$ cat config.mk
export PLATFORM = sky130hd
export DESIGN_NAME = fifo_wr_arbiter
export DESIGN_NICKNAME = d
export VERILOG_FILES = /design/src/rtl/fifo_pkg.sv /design/src/rtl/fifo_wr_arbiter_rr_pick.sv /design/src/rtl/fifo_wr_arbiter.sv
export SDC_FILE = /design/constraint.sdc
export NUM_CORES = 1
export LEC_CHECK = 0
export ABC_AREA = 0
export BUFFER_PORTS_ARGS = -buffer_cell sky130_fd_sc_hd__buf_2
export CAP_MARGIN = 20
export CELL_PAD_IN_SITES_DETAIL_PLACEMENT = 2
export CELL_PAD_IN_SITES_GLOBAL_PLACEMENT = 2
export CORE_UTILIZATION = 24
export DETAILED_ROUTE_END_ITERATION = 7
export HOLD_SLACK_MARGIN = 0.12
export MAX_ROUTING_LAYER = met4
export PLACE_DENSITY_LB_ADDON = 0.1
export SETUP_SLACK_MARGIN = 0.2
export SLEW_MARGIN = 20
export SYNTH_ARGS = -nofsm -noshare
export SYNTH_HDL_FRONTEND = slang
export SYNTH_SLANG_ARGS = --single-unit
$ cat constraint.sdc
create_clock -name wclk -period 2.1 [get_ports wclk]
set_input_delay 0.21 -clock wclk [delete_from_list [all_inputs] [get_ports wclk]]
set_output_delay 0.21 -clock wclk [all_outputs]
set_load 0.03 [all_outputs]
$ cat src/rtl/fifo_pkg.sv
// rtl/fifo_pkg.sv - shared FIFO defaults, write-arbiter state encoding and clog2 helper
package fifo_pkg;

    // Default FIFO geometry shared by the FIFO top and its write-side front end.
    localparam int DSIZE_DEF = 8;
    localparam int ASIZE_DEF = 4;

    // Write-arbiter FSM encoding.
    typedef enum logic {
        IDLE  = 1'b0,
        GRANT = 1'b1
    } arb_state_e;

    // Ceiling log2, never below 1 so it can size a vector directly.
    function automatic int clog2(input int value);
        int r;
        r = 0;
        for (int i = 0; i < 31; i++) begin
            if ((1 << i) < value) begin
                r = i + 1;
            end
        end
        return (r < 1) ? 1 : r;
    endfunction

endpackage

$ cat src/rtl/fifo_wr_arbiter_rr_pick.sv
// rtl/fifo_wr_arbiter_rr_pick.sv - combinational rotating-priority encoder
//
// Purpose: returns the first asserted request found when scanning upward
// (with wrap) from index 'start'.
// Ports:
//   req    in   NREQ   request vector
//   start  in   IW     index with highest priority this cycle (must be < NREQ)
//   found  out  1      at least one request asserted
//   idx    out  IW     index of the winning request (0 when found=0)
module rr_pick
    import fifo_pkg::*;
#(
    parameter  int NREQ = 4,
    localparam int IW   = clog2(NREQ)
) (
    input  logic [NREQ-1:0] req,
    input  logic [IW-1:0]   start,
    output logic            found,
    output logic [IW-1:0]   idx
);

    int          pos;
    logic [IW-1:0] pos_idx;

    always_comb begin
        found   = 1'b0;
        idx     = '0;
        pos     = 0;
        pos_idx = '0;
        for (int k = 0; k < NREQ; k++) begin
            pos = int'(start) + k;
            if (pos >= NREQ) begin
                pos = pos - NREQ;
            end
            pos_idx = IW'(pos);
            if (!found && req[pos_idx]) begin
                found = 1'b1;
                idx   = pos_idx;
            end
        end
    end

endmodule

$ cat src/rtl/fifo_wr_arbiter.sv
// rtl/fifo_wr_arbiter.sv - round-robin, burst-bounded arbiter for the FIFO write port
//
// Purpose: shares one FIFO write port among NREQ requesters. The owner may
// write up to MAXBURST words per grant; ownership then rotates. Data and winc
// pass straight through from the owner with no register stage.
// Ports:
//   wclk       in   1            write-domain clock
//   wrst_n     in   1            asynchronous active-low reset
//   req_valid  in   NREQ         requester i presents a word
//   req_data   in   NREQ*DSIZE   requester i word in [i*DSIZE +: DSIZE]
//   req_ready  out  NREQ         one-hot (owner only) or zero
//   wdata      out  DSIZE        to FIFO wdata
//   winc       out  1            to FIFO winc, already gated by wfull
//   wfull      in   1            from FIFO wfull
//   grant_id   out  IW           current owner, valid while busy
//   busy       out  1            a grant is active
module fifo_wr_arbiter
    import fifo_pkg::*;
#(
    parameter  int NREQ     = 4,
    parameter  int DSIZE    = DSIZE_DEF,
    parameter  int MAXBURST = 4,
    localparam int IW       = clog2(NREQ),
    localparam int BW       = clog2(MAXBURST + 1)
) (
    input  logic                  wclk,
    input  logic                  wrst_n,
    input  logic [NREQ-1:0]       req_valid,
    input  logic [NREQ*DSIZE-1:0] req_data,
    output logic [NREQ-1:0]       req_ready,
    output logic [DSIZE-1:0]      wdata,
    output logic                  winc,
    input  logic                  wfull,
    output logic [IW-1:0]         grant_id,
    output logic                  busy
);

    arb_state_e    state_q, state_d;
    logic [IW-1:0] grant_id_q, grant_id_d;
    logic [IW-1:0] rr_ptr_q, rr_ptr_d;
    logic [BW-1:0] beat_cnt_q, beat_cnt_d;

    logic [DSIZE-1:0] data_arr [NREQ];
    logic             owner_valid;
    logic [IW-1:0]    next_g;
    logic             xfer;
    logic             last_beat;
    logic             release_grant;
    logic [IW-1:0]    pick_start;
    logic             pick_found;
    logic [IW-1:0]    pick_idx;

    always_comb begin
        for (int i = 0; i < NREQ; i++) begin
            data_arr[i] = req_data[i*DSIZE +: DSIZE];
        end
    end

    // Datapath: everything is selected by the registered owner.
    always_comb begin
        owner_valid = req_valid[grant_id_q];
        busy        = (state_q == GRANT);
        winc        = busy && owner_valid && !wfull;
        xfer        = winc;
        wdata       = data_arr[grant_id_q];
        req_ready   = '0;
        if (busy) begin
            req_ready[grant_id_q] = !wfull;
        end
        grant_id    = grant_id_q;
    end

    always_comb begin
        next_g        = (grant_id_q == IW'(NREQ - 1)) ? '0 : grant_id_q + IW'(1);
        last_beat     = xfer && (beat_cnt_q == BW'(MAXBURST - 1));
        // An owner that is not valid this cycle gives up the port; a stalled
        // (wfull) owner that is still valid keeps it.
        release_grant = busy && (last_beat || !owner_valid);
        // Scanning from g+1 leaves g last in line, so it only wins again when
        // nobody else is valid; when it dropped valid it cannot win at all.
        pick_start    = busy ? next_g : rr_ptr_q;
    end

    rr_pick #(
        .NREQ (NREQ)
    ) u_rr_pick (
        .req   (req_valid),
        .start (pick_start),
        .found (pick_found),
        .idx   (pick_idx)
    );

    always_comb begin
        state_d    = state_q;
        grant_id_d = grant_id_q;
        rr_ptr_d   = rr_ptr_q;
        beat_cnt_d = beat_cnt_q;
        case (state_q)
            IDLE: begin
                if (pick_found) begin
                    state_d    = GRANT;
                    grant_id_d = pick_idx;
                    beat_cnt_d = '0;
                end
            end
            GRANT: begin
                if (release_grant) begin
                    rr_ptr_d   = next_g;
                    beat_cnt_d = '0;
                    if (pick_found) begin
                        grant_id_d = pick_idx;
                    end else begin
                        state_d = IDLE;
                    end
                end else if (xfer) begin
                    beat_cnt_d = beat_cnt_q + BW'(1);
                end
            end
            default: begin
                state_d = IDLE;
            end
        endcase
    end

    always_ff @(posedge wclk or negedge wrst_n) begin
        if (!wrst_n) begin
            state_q    <= IDLE;
            grant_id_q <= '0;
            rr_ptr_q   <= '0;
            beat_cnt_q <= '0;
        end else begin
            state_q    <= state_d;
            grant_id_q <= grant_id_d;
            rr_ptr_q   <= rr_ptr_d;
            beat_cnt_q <= beat_cnt_d;
        end
    end

endmodule
==> results of run 1 <==
## area by class of cell
cell class                      instances  area [sq um]
Fill cell                             389          2120
Multi-Input combinational cell         62           656
Timing Repair Buffer                   60           330
Sequential cell                         8           204
Tap cell                               46          57.6
Clock buffer                            4          45.0
Inverter                                7          26.3
## report_power, final
part | switching, W | internal [W]
Sequential | 0.0000803 | 0.000223
Combinational | 0.000732 | 0.000620
Clock | 0.0000670 | 0.000132
Total | 0.000879 | 0.000975
## state kept, by name (all words and copies together), names as in the netlist
register / count
beat_cnt_q: 3
grant_id: 2
rr_ptr_q: 2
busy: 1
## layer usage
metal | wire length [microns] | up-vias | global-route usage (%)
met1 | 1350 | 435 | 20.6
met2 | 1450 | 35 | 28.3
met5 | 0 | - | -
met4 | 8 | 0 | 2.62
li1 | - | 429 | -
met3 | 161 | 2 | 3.65
## logic make-up (layout without fill, tap and decap cells)
group	Yosys count	in the layout	share of synthesized area, %
compound gates	14	14	14.2
fa+ha+maj	6	6	8.46
buf+inv	10	71	5.22
flops	8	8	22.6
mux	15	15	31.6
simple gates	27	27	17.9
## stage by stage
step	setup slack [ns]	instances	util, %
detailed placement	0.217	179	35.2
global placement	0.282	179	35.2
CTS	0.205	185	37.0
floorplan	0.238	80	-
finish	0.338	187	38.3
global route	0.249	187	38.3
## timing repair
item,in CTS,in global routing
hold buffers,1,0
endpoints found under the setup margin,5,6
endpoints found under the hold margin,8,0
setup buffers,1,2
gates resized for setup,1,5
## cells in the final DEF, fill, tap and decap left out, types with 2 or more instances in the layout
cell type,instances
mux4_2,9
or3_1,2
mux2_4,3
nand3b_1,2
clkbuf_8,3
inv_1,6
nand2_1,2
dfrtp_2,3
o21ai_0,2
mux2_1,2
and2_1,5
buf_4,4
buf_2,54
dfrtp_1,5
ha_1,5
nor2_1,8
## worst reg2reg max path: stages (launching register included)
cell,delay [ns]
dfrtp_2,0.42
mux4_2,0.52
buf_4,0.18
a21boi_2,0.17
mux2_1,0.34
## worst paths after layout
path	slack [ns]	depth (start not counted)	end	startpoint
worst max-delay path	0.34	4	rr_ptr_q[0]	grant_id[0]
worst min-delay path	0.34	2	beat_cnt_q[2]	wrst_n
worst max register to register	0.34	4	rr_ptr_q[0]	grant_id[0]
worst min register to register	0.52	1	beat_cnt_q[1]	beat_cnt_q[1]
max in group asynchronous	1.56	2	busy	wrst_n
min in group wclk	0.34	3	busy	req_valid[0]
==> impl_results.md, run 1 <==
- First-pass GRT wire length: approximately 5.0 mm
- Worst Skew: 0.00750 ns
- Via density: about 4.8
- Pwr dens: 1410 mW/mm^2
- Wire per inst: between 15 and 20 microns
- WP data required: 2.20 ns
- Critical-path maximum fanout: 6
- Synth top area share: between 20 and 25%
- Area post-placement: about 0.0012 sq mm
- CP arrival: 1.86 ns
- Fin crit share: a little over four fifths
- Nets@finish: roughly 190
- Asr flop ratio synth: between 90% and 100%
- Post-synth top cells: 9 x mux4_2, 8 x dfrtp_1, 8 x nor2_1
- Fin. Hold Viols: 0
- Gate Count Post-Synth: 80
- Clk Latency, worst-skew pair: ~0.23 ns
- Share of cells above drive strength 1: 60.3%
- Yosys synthesis warning count: 0
- EDFF count, synth: 0
- Max Fclk: 0.568 GHz
- Core Area: 0.00344 sq mm
- Crit-path leading delay family: multiplexers
- Max-slew violation count: 0
- Die width: between 60 and 70 microns
- CP max stage delay: around 0.52 ns
- Outcome: complete, no violations
- Slew @ Worst Pin: between 0.4 and 0.5 ns
- I/O pins: 55
- Hold_ws: about 0.34 ns
- Seq cells post-synth: 8
- Remaining DRCs: 0
- Sequential area share after synthesis: between 20% and 30%
- Worst-path clk slew: around 0.05 ns
- Routability cong.: ~0.76
- Syn_nets: 125
- Most common cell in the netlist: mux4_2
- Setup TNS: 0 ns
- Initial cell density of the core: 25.8%
- Die ar.: 0.00394 sq mm
- H-tree levels: 1
- Crit path kind: reg -> reg
- CTS tree: built
- Lkg Pwr: approximately 0.63 nW
- Worst Hold Class: in -> async
- Post-synthesis cell type count: 36
- Vias in the first global route: ~970
- Pwr Total: around 0.0019 W
- Post-route minimum period: around 1.8 ns
- CTS max path bufs: 2
- Buffers on Ports: 54
- Final ANT Viol Nets: 0
- Clk sinks: 8
- Dpl hpwl: 2.51 mm
- Unrepaired setup endpoints after global routing: false
- Root buffer cell: clkbuf_8
- Slew HR: 68.8%
- DR iter-0 viols: 16
- Maxcap violations: 0
- Syn_area_per_cell: between 10 and 15 sq um
- Main synth FF type: dfrtp_1
- Routed wire length: 2.96 mm
- Total track usage: roughly 17%
- Via Count: 901
- Cell taking the most area after synthesis: mux4_2
- Layout area overhead: 48.7%
- Buf/Inv on CP: 1
- Antenna violations before repair: 0
- Crit-path cells: mux4_2 -> buf_4 -> a21boi_2 -> mux2_1
- # setup viols final: 0
- Row cnt: 21
- Final instance area: roughly 0.0013 sq mm
- CP Capture Type: flip-flop
- Maximum vdd drop: just over 0.4 mV
- CTS buffer count: 3
- Crit-path slowest cell: mux4_2
- Die span in y: ~63 microns
- Synth area leaders: mux4_2 23%, dfrtp_1 23%, ha_1 8.5%
- Largest net degree at the start of global routing: 16
- Drt pass-1 iters: 3
- Antenna diode count: 0
- CP startpoint kind: flip-flop
- Mapped Area: just under 900 sq um
- GRT overflow: 0
Power figures use the tool's default switching activity.
==> inputs of run 2 (changes only) <==
--- a/config.mk
+++ b/config.mk
@@ -5,12 +5,12 @@
 export SDC_FILE = /design/constraint.sdc
 export NUM_CORES = 1
 export LEC_CHECK = 0
-export ABC_AREA = 0
+export ABC_AREA = 1
 export BUFFER_PORTS_ARGS = -buffer_cell sky130_fd_sc_hd__buf_2
 export CAP_MARGIN = 20
 export CELL_PAD_IN_SITES_DETAIL_PLACEMENT = 2
 export CELL_PAD_IN_SITES_GLOBAL_PLACEMENT = 2
-export CORE_UTILIZATION = 24
+export CORE_UTILIZATION = 22
 export DETAILED_ROUTE_END_ITERATION = 7
 export HOLD_SLACK_MARGIN = 0.12
 export MAX_ROUTING_LAYER = met4
==> constraint.sdc (replaced) <==
create_clock -name wclk -period 1.79 [get_ports wclk]
set_input_delay 0.179 -clock wclk [delete_from_list [all_inputs] [get_ports wclk]]
set_output_delay 0.179 -clock wclk [all_outputs]
set_load 0.03 [all_outputs]
==> run 2 against run 1 <==
Die area increased by 36%; critical path type unchanged; final cell count rose by 77%; synthesized area grew 26%; first-iteration DRC count is 88% higher; clock skew is 0.0060 ns lower; maximum frequency down 0.72%; wire length rose by 59%; flip-flop and latch count did not move; global-route usage rose by 1.8 points.
==> impl_results.md, run 2 <==
- DR iter-0 viols: 30
- Synth area leaders: nand2_1 19%, dfrtp_1 18%, nor2_1 9.1%
- Via Count: 1,532
- Outcome: complete, no violations
- Fin crit share: between 90 and 100%
- CP startpoint kind: flip-flop
- Sequential area share after synthesis: about 18%
- Initial cell density of the core: between 20% and 30%
- Max-slew violation count: 0
- Worst-path clk slew: roughly 0.040 ns
- Critical-path maximum fanout: 6
- Buffers on Ports: 54
- Cell taking the most area after synthesis: nand2_1
- Remaining DRCs: 0
- Crit path kind: reg -> reg
- Largest net degree at the start of global routing: 19
- CP Capture Type: flip-flop
- Die ar.: ~0.0054 sq mm
- Maxcap violations: 0
- Max reg flops: 3
- Asr flop ratio synth: 100%
- Slew @ Worst Pin: approximately 0.24 ns
- Most common cell after layout, fill and taps aside: buf_2
- EDFF count, synth: 0
- Total track usage: 18.5%
- Most common cell in the netlist: nand2_1
- Mapped Area: roughly 0.0011 sq mm
- Via density: 4.63
- Share of cells above drive strength 1: 49.6%
- Post-Layout Cell Count: 331
- GRT Max-Usage Layer: met2
- Clk Latency, worst-skew pair: between 0.2 and 0.25 ns
- Syn_nets: between 200 and 250
- Post-synth top cells: 57 x nand2_1, 27 x nor2_1, 20 x o21ai_0
- Syn_area_per_cell: 5.81 sq um
- I/O pins: 55
- Wire per inst: roughly 14 microns
- # setup viols final: 0
- Die span in y: roughly 73 microns
- Final worst slack: between 0.015 and 0.02 ns
- First-pass GRT wire length: approximately 7.4 mm
- GRT overflow: 0
- Antenna diode count: 0
- CTS buffer count: 3
- WP data required: approximately 2.0 ns
- Most frequent cells in the layout: 48 x buf_2, 41 x nand2_1, 24 x nor2_1
- Main synth FF type: dfrtp_1
- Biggest register: beat_cnt_q
- Row cnt: 25
- Unrepaired setup endpoints after global routing: true
- Post-synthesis cell type count: 23
- Pre-CTS setup slack: -0.0487 ns
- CTS max path bufs: 2
- Met2 Usage GRT: 35.0%
- Seq cells post-synth: 8
- Vias in the first global route: roughly 1,600
- Hold_ws: roughly 0.33 ns
- Fin. Hold Viols: 0
- Routed wire length: ~4.7 mm
- Placed Cells: 321
- Layout area overhead: 68.9%
- Slew HR: 84.1%
- Fill cells: between 600 and 700
- Worst Hold Class: in -> async
- Die width: 73.2 microns
- Core Area: 0.00479 sq mm
- Synth top area share: between 10% and 20%
- Routability cong.: between 0.7 and 0.8
- Drt pass-1 iters: 4
- Met1 Use GR: between 20% and 30%
- H-tree levels: 1
- Antenna violations before repair: 0
- Gate Count Post-Synth: approximately 190
- Nets@finish: ~310
- Worst Skew: approximately 0.0015 ns
- Final ANT Viol Nets: 0
- Dpl hpwl: 3.72 mm
- CTS tree: built
- Met3 usage: around 1.9%
- Root buffer cell: clkbuf_8
- Yosys synthesis warning count: 0
- Post-route minimum period: roughly 1.8 ns
- Max Fclk: 0.564 GHz
- Clk sinks: 8
- CP arrival: ~1.9 ns
run 2: changes by cell type after synthesis, sizes merged, moves of 8 or more:
cell   before  now
inv         7   21
mux4        9    0
nand2       2   69
nand3       2   19
nor2        8   29
o21ai       4   21
o22ai       0    8
run 2: worst paths after layout:
kind	end	slack, ns	start	depth (start not counted)
worst min register to register	beat_cnt_q[2]	0.48	beat_cnt_q[2]	2
max in group asynchronous	grant_id[0]	1.27	wrst_n	2
worst max register to register	grant_id[1]	0.02	grant_id[0]	15
worst min-delay path	beat_cnt_q[1]	0.33	wrst_n	2
min in group wclk	beat_cnt_q[2]	0.39	wfull	4
worst max-delay path	grant_id[1]	0.02	grant_id[0]	15
run 2: cell families (layout without fill, tap and decap cells):
| group | after synthesis | in the layout | share of synthesized area, % |
|---|---|---|---|
| compound gates | 33 | 33 | 16.9 |
| fa+ha+maj | 6 | 6 | 6.73 |
| buf+inv | 26 | 98 | 8.98 |
| flops | 8 | 8 | 18.0 |
| simple gates | 119 | 119 | 49.4 |
run 2: per-stage QoR:
stage | util (%) | instance area, sq um | TNS (ns)
3_5_place_dp | 34.2 | 1640 | -0.0746
5_1_grt | 39.3 | 1880 | -0.339
3_3_place_gp | 34.2 | 1640 | -0.0130
2_1_floorplan | - | 1210 | -0.933
4_1_cts | 36.8 | 1760 | 0
6_report | 39.3 | 1880 | 0
run 2: per-layer routing:
layer  wire (microns)  up-vias  share of wire [%]
met1             1990      732                 42
met4               12        0               0.26
met2             2570       34                 55
met5                0        -                  0
met3              122        2                2.6
li1                 -      764                  -
run 2: repair_timing:
action,in CTS,in global routing
cloned,0,1
endpoints found under the hold margin,8,0
endpoints found under the setup margin,19,21
hold buffers,1,0
resized for setup,19,23
buffers inserted,1,4
pin swaps,8,9
run 2: final cells by class:
cell class	count	area, sq um	area share, %
clock buffer	3	41.3	2.19
inverter	22	92.6	4.92
multi-input combinational	158	977	51.9
sequential	8	204	10.8
tap	67	83.8	4.45
timing repair buffer	73	484	25.7
run 2: worst max-delay path, stage by stage (launching register included):
cell     delay [ns]
dfrtp_2        0.42
inv_4          0.07
ha_4           0.21
inv_2          0.06
nand2_2        0.06
nand2_4        0.11
nand2_4        0.06
nand2_4        0.10
nand2_2        0.07
nand2_4        0.09
nand3_4        0.08
nor2_4         0.15
inv_2          0.05
nand2_2        0.06
nand2_1        0.05
nand2_1        0.07
Power of run 2 is not shown: default switching activity piles up to over one toggle a cycle in this logic, so the estimate is an artifact.
==> inputs of run 3 (changes only) <==
--- a/config.mk
+++ b/config.mk
@@ -10,11 +10,11 @@
 export CAP_MARGIN = 20
 export CELL_PAD_IN_SITES_DETAIL_PLACEMENT = 2
 export CELL_PAD_IN_SITES_GLOBAL_PLACEMENT = 2
-export CORE_UTILIZATION = 22
+export CORE_UTILIZATION = 19
 export DETAILED_ROUTE_END_ITERATION = 7
 export HOLD_SLACK_MARGIN = 0.12
 export MAX_ROUTING_LAYER = met4
-export PLACE_DENSITY_LB_ADDON = 0.1
+export PLACE_DENSITY = 0.82
 export SETUP_SLACK_MARGIN = 0.2
 export SLEW_MARGIN = 20
 export SYNTH_ARGS = -nofsm -noshare
==> constraint.sdc (replaced) <==
create_clock -name wclk -period 1.6 [get_ports wclk]
set_input_delay 0.16 -clock wclk [delete_from_list [all_inputs] [get_ports wclk]]
set_output_delay 0.16 -clock wclk [all_outputs]
set_load 0.03 [all_outputs]
==> run 3 against run 2 <==
The run now ends with negative setup slack left; critical path depth decreased by 1; worst setup slack worse by 0.22 ns; via count grew 7.2%.
==> impl_results.md, run 3 (same netlist as run 2, synthesis figures left out) <==
- # setup viols final: 18
- H-tree levels: 1
- Crit path kind: reg -> reg
- Antenna diode count: 0
- Routed wire length: between 6 and 7 mm
- Setup TNS: -1.98 ns
- Worst-path clk slew: around 0.05 ns
- Worst r2r path cells: 14
- Maxcap violations: 0
- I/O pins: 55
- R2r setup slk: -0.21 ns
- Drt pass-1 iters: 4
- Nets@finish: around 320
- Crit path top cell by count: nand2_2
- Die span in y: ~79 microns
- Dpl hpwl: slightly above 4 mm
- Unrepaired setup endpoints after global routing: true
- Largest net degree at the start of global routing: 16
- Initial cell density of the core: between 10% and 20%
- Fin. Hold Viols: 0
- Post-route minimum period: approximately 1.8 ns
- Buf/Inv on CP: 2
- Die ar.: a little over 0.006 sq mm
- CP arrival: 1.97 ns
- Crit-path slowest cell: dfrtp_2
- Max Fclk: between 0.5 and 0.6 GHz
- CTS buffer count: 3
- CP startpoint kind: flip-flop
- CTS tree: built
- Post-Layout Cell Count: ~350
- Routability cong.: between 0.7 and 0.8
- Hold_ws: 0.310 ns
- R2R Path Start: grant_id[0]
- Failing checks: negative setup slack
- Final worst slack: -0.209 ns
- Slew HR: 75.5%
- Max reg flops: 3
- Clk sinks: 8
- Vias in the first global route: 1,862
- Total track usage: 21.9%
- First-pass GRT wire length: a little under 10 mm
- Capturing point of the worst reg2reg path: grant_id[0]
- Final ANT Viol Nets: 0
- CP max stage delay: about 0.4 ns
- Wire per inst: around 19 microns
- DR iter-0 viols: 44
- GRT overflow: 0
- Util after Layout: 41.2%
- Max-slew violation count: 0
- Most frequent cells in the layout: 40 x buf_2, 35 x nand2_1, 21 x nand2_2, 21 x buf_6
- Antenna violations before repair: 0
- Share of cells above drive strength 1: 61.9%
- Biggest register: beat_cnt_q
- Fin crit share: 113%
- Most common cell after layout, fill and taps aside: buf_2
- Die width: ~80 microns
- Layout area overhead: 106%
- Via Count: ~1,600
- Crit-path cells: inv_4 -> ha_4 -> nand2_2 -> nand2_4 -> nand2_1 -> nand2_2 -> nand2_2 -> nand2_4 -> nand3_4 -> nor2_4 -> inv_2 -> nand2_2 -> nand2_2 -> nand2_2
- Slew @ Worst Pin: about 0.36 ns
- WP data required: roughly 1.8 ns
- Clk Latency, worst-skew pair: between 0.2 and 0.25 ns
- Buffers on Ports: 54
- Via density: between 4 and 5
- Remaining DRCs: 0
- CP Capture Type: flip-flop
- CTS max path bufs: 2
- Worst Skew: 0.00499 ns
- Row cnt: 27
- Placed Cells: ~330
- Outcome: finished with violations
- Beginning of the critical path: grant_id[0]
- Critical-path maximum fanout: 5
- Core Area: approximately 0.0056 sq mm
- Worst Hold Class: in -> async
- Crit-path leading delay family: simple AND/OR/NAND/NOR gates
- Root buffer cell: clkbuf_8
-- run 3: changes by cell type in the layout (fill, tap and decap cells not counted), sizes merged --
cell	before	now
buf	70	77
bufbuf	0	1
nand2	69	70
-- run 3: area by class of cell --
type / count / area, sq um
repair buffers: 80 / 632
flip-flops and latches: 8 / 204
fillers: 638 / 3280
multi-input cells: 159 / 1230
inverters: 22 / 95.1
well taps: 72 / 90.1
clock buffers: 4 / 45.0
-- run 3: what timing repair did --
| action | 4_1_cts | 5_1_grt |
|---|---|---|
| hold buffers | 1 | 0 |
| gates cloned | 2 | 0 |
| gates resized for setup | 103 | 23 |
| buffers inserted | 6 | 5 |
| setup endpoints to repair | 22 | 22 |
| pin swaps | 13 | 11 |
| hold endpoints to repair | 8 | 0 |
-- run 3: how the worst max path moves through the flow --
stage / endpoint / cells after the start
3_3_place_gp: grant_id[1] / 11
5_1_grt: beat_cnt_q[2] / 12
4_1_cts: beat_cnt_q[0] / 14
2_1_floorplan: grant_id[0] / 14
3_5_place_dp: grant_id[0] / 14
6_report: grant_id[0] / 14
-- run 3: through the flow --
| step | instance area (sq um) | setup WS (ns) |
|---|---|---|
| 3_5_place_dp | 1710 | -0.255 |
| 3_3_place_gp | 1710 | -0.170 |
| 4_1_cts | 2170 | -0.169 |
| 2_1_floorplan | 1280 | -0.361 |
| 6_report | 2300 | -0.209 |
| 5_1_grt | 2300 | -0.305 |
-- run 3: layer usage --
layer	part of all wire, %	global-route usage, %	wire length [microns]
met1	40	24.0	2630
met2	55	40.9	3570
met3	2.2	2.09	143
met4	3.1	7.78	201
met5	0	-	0
Power of run 3 is left out for the same reason.
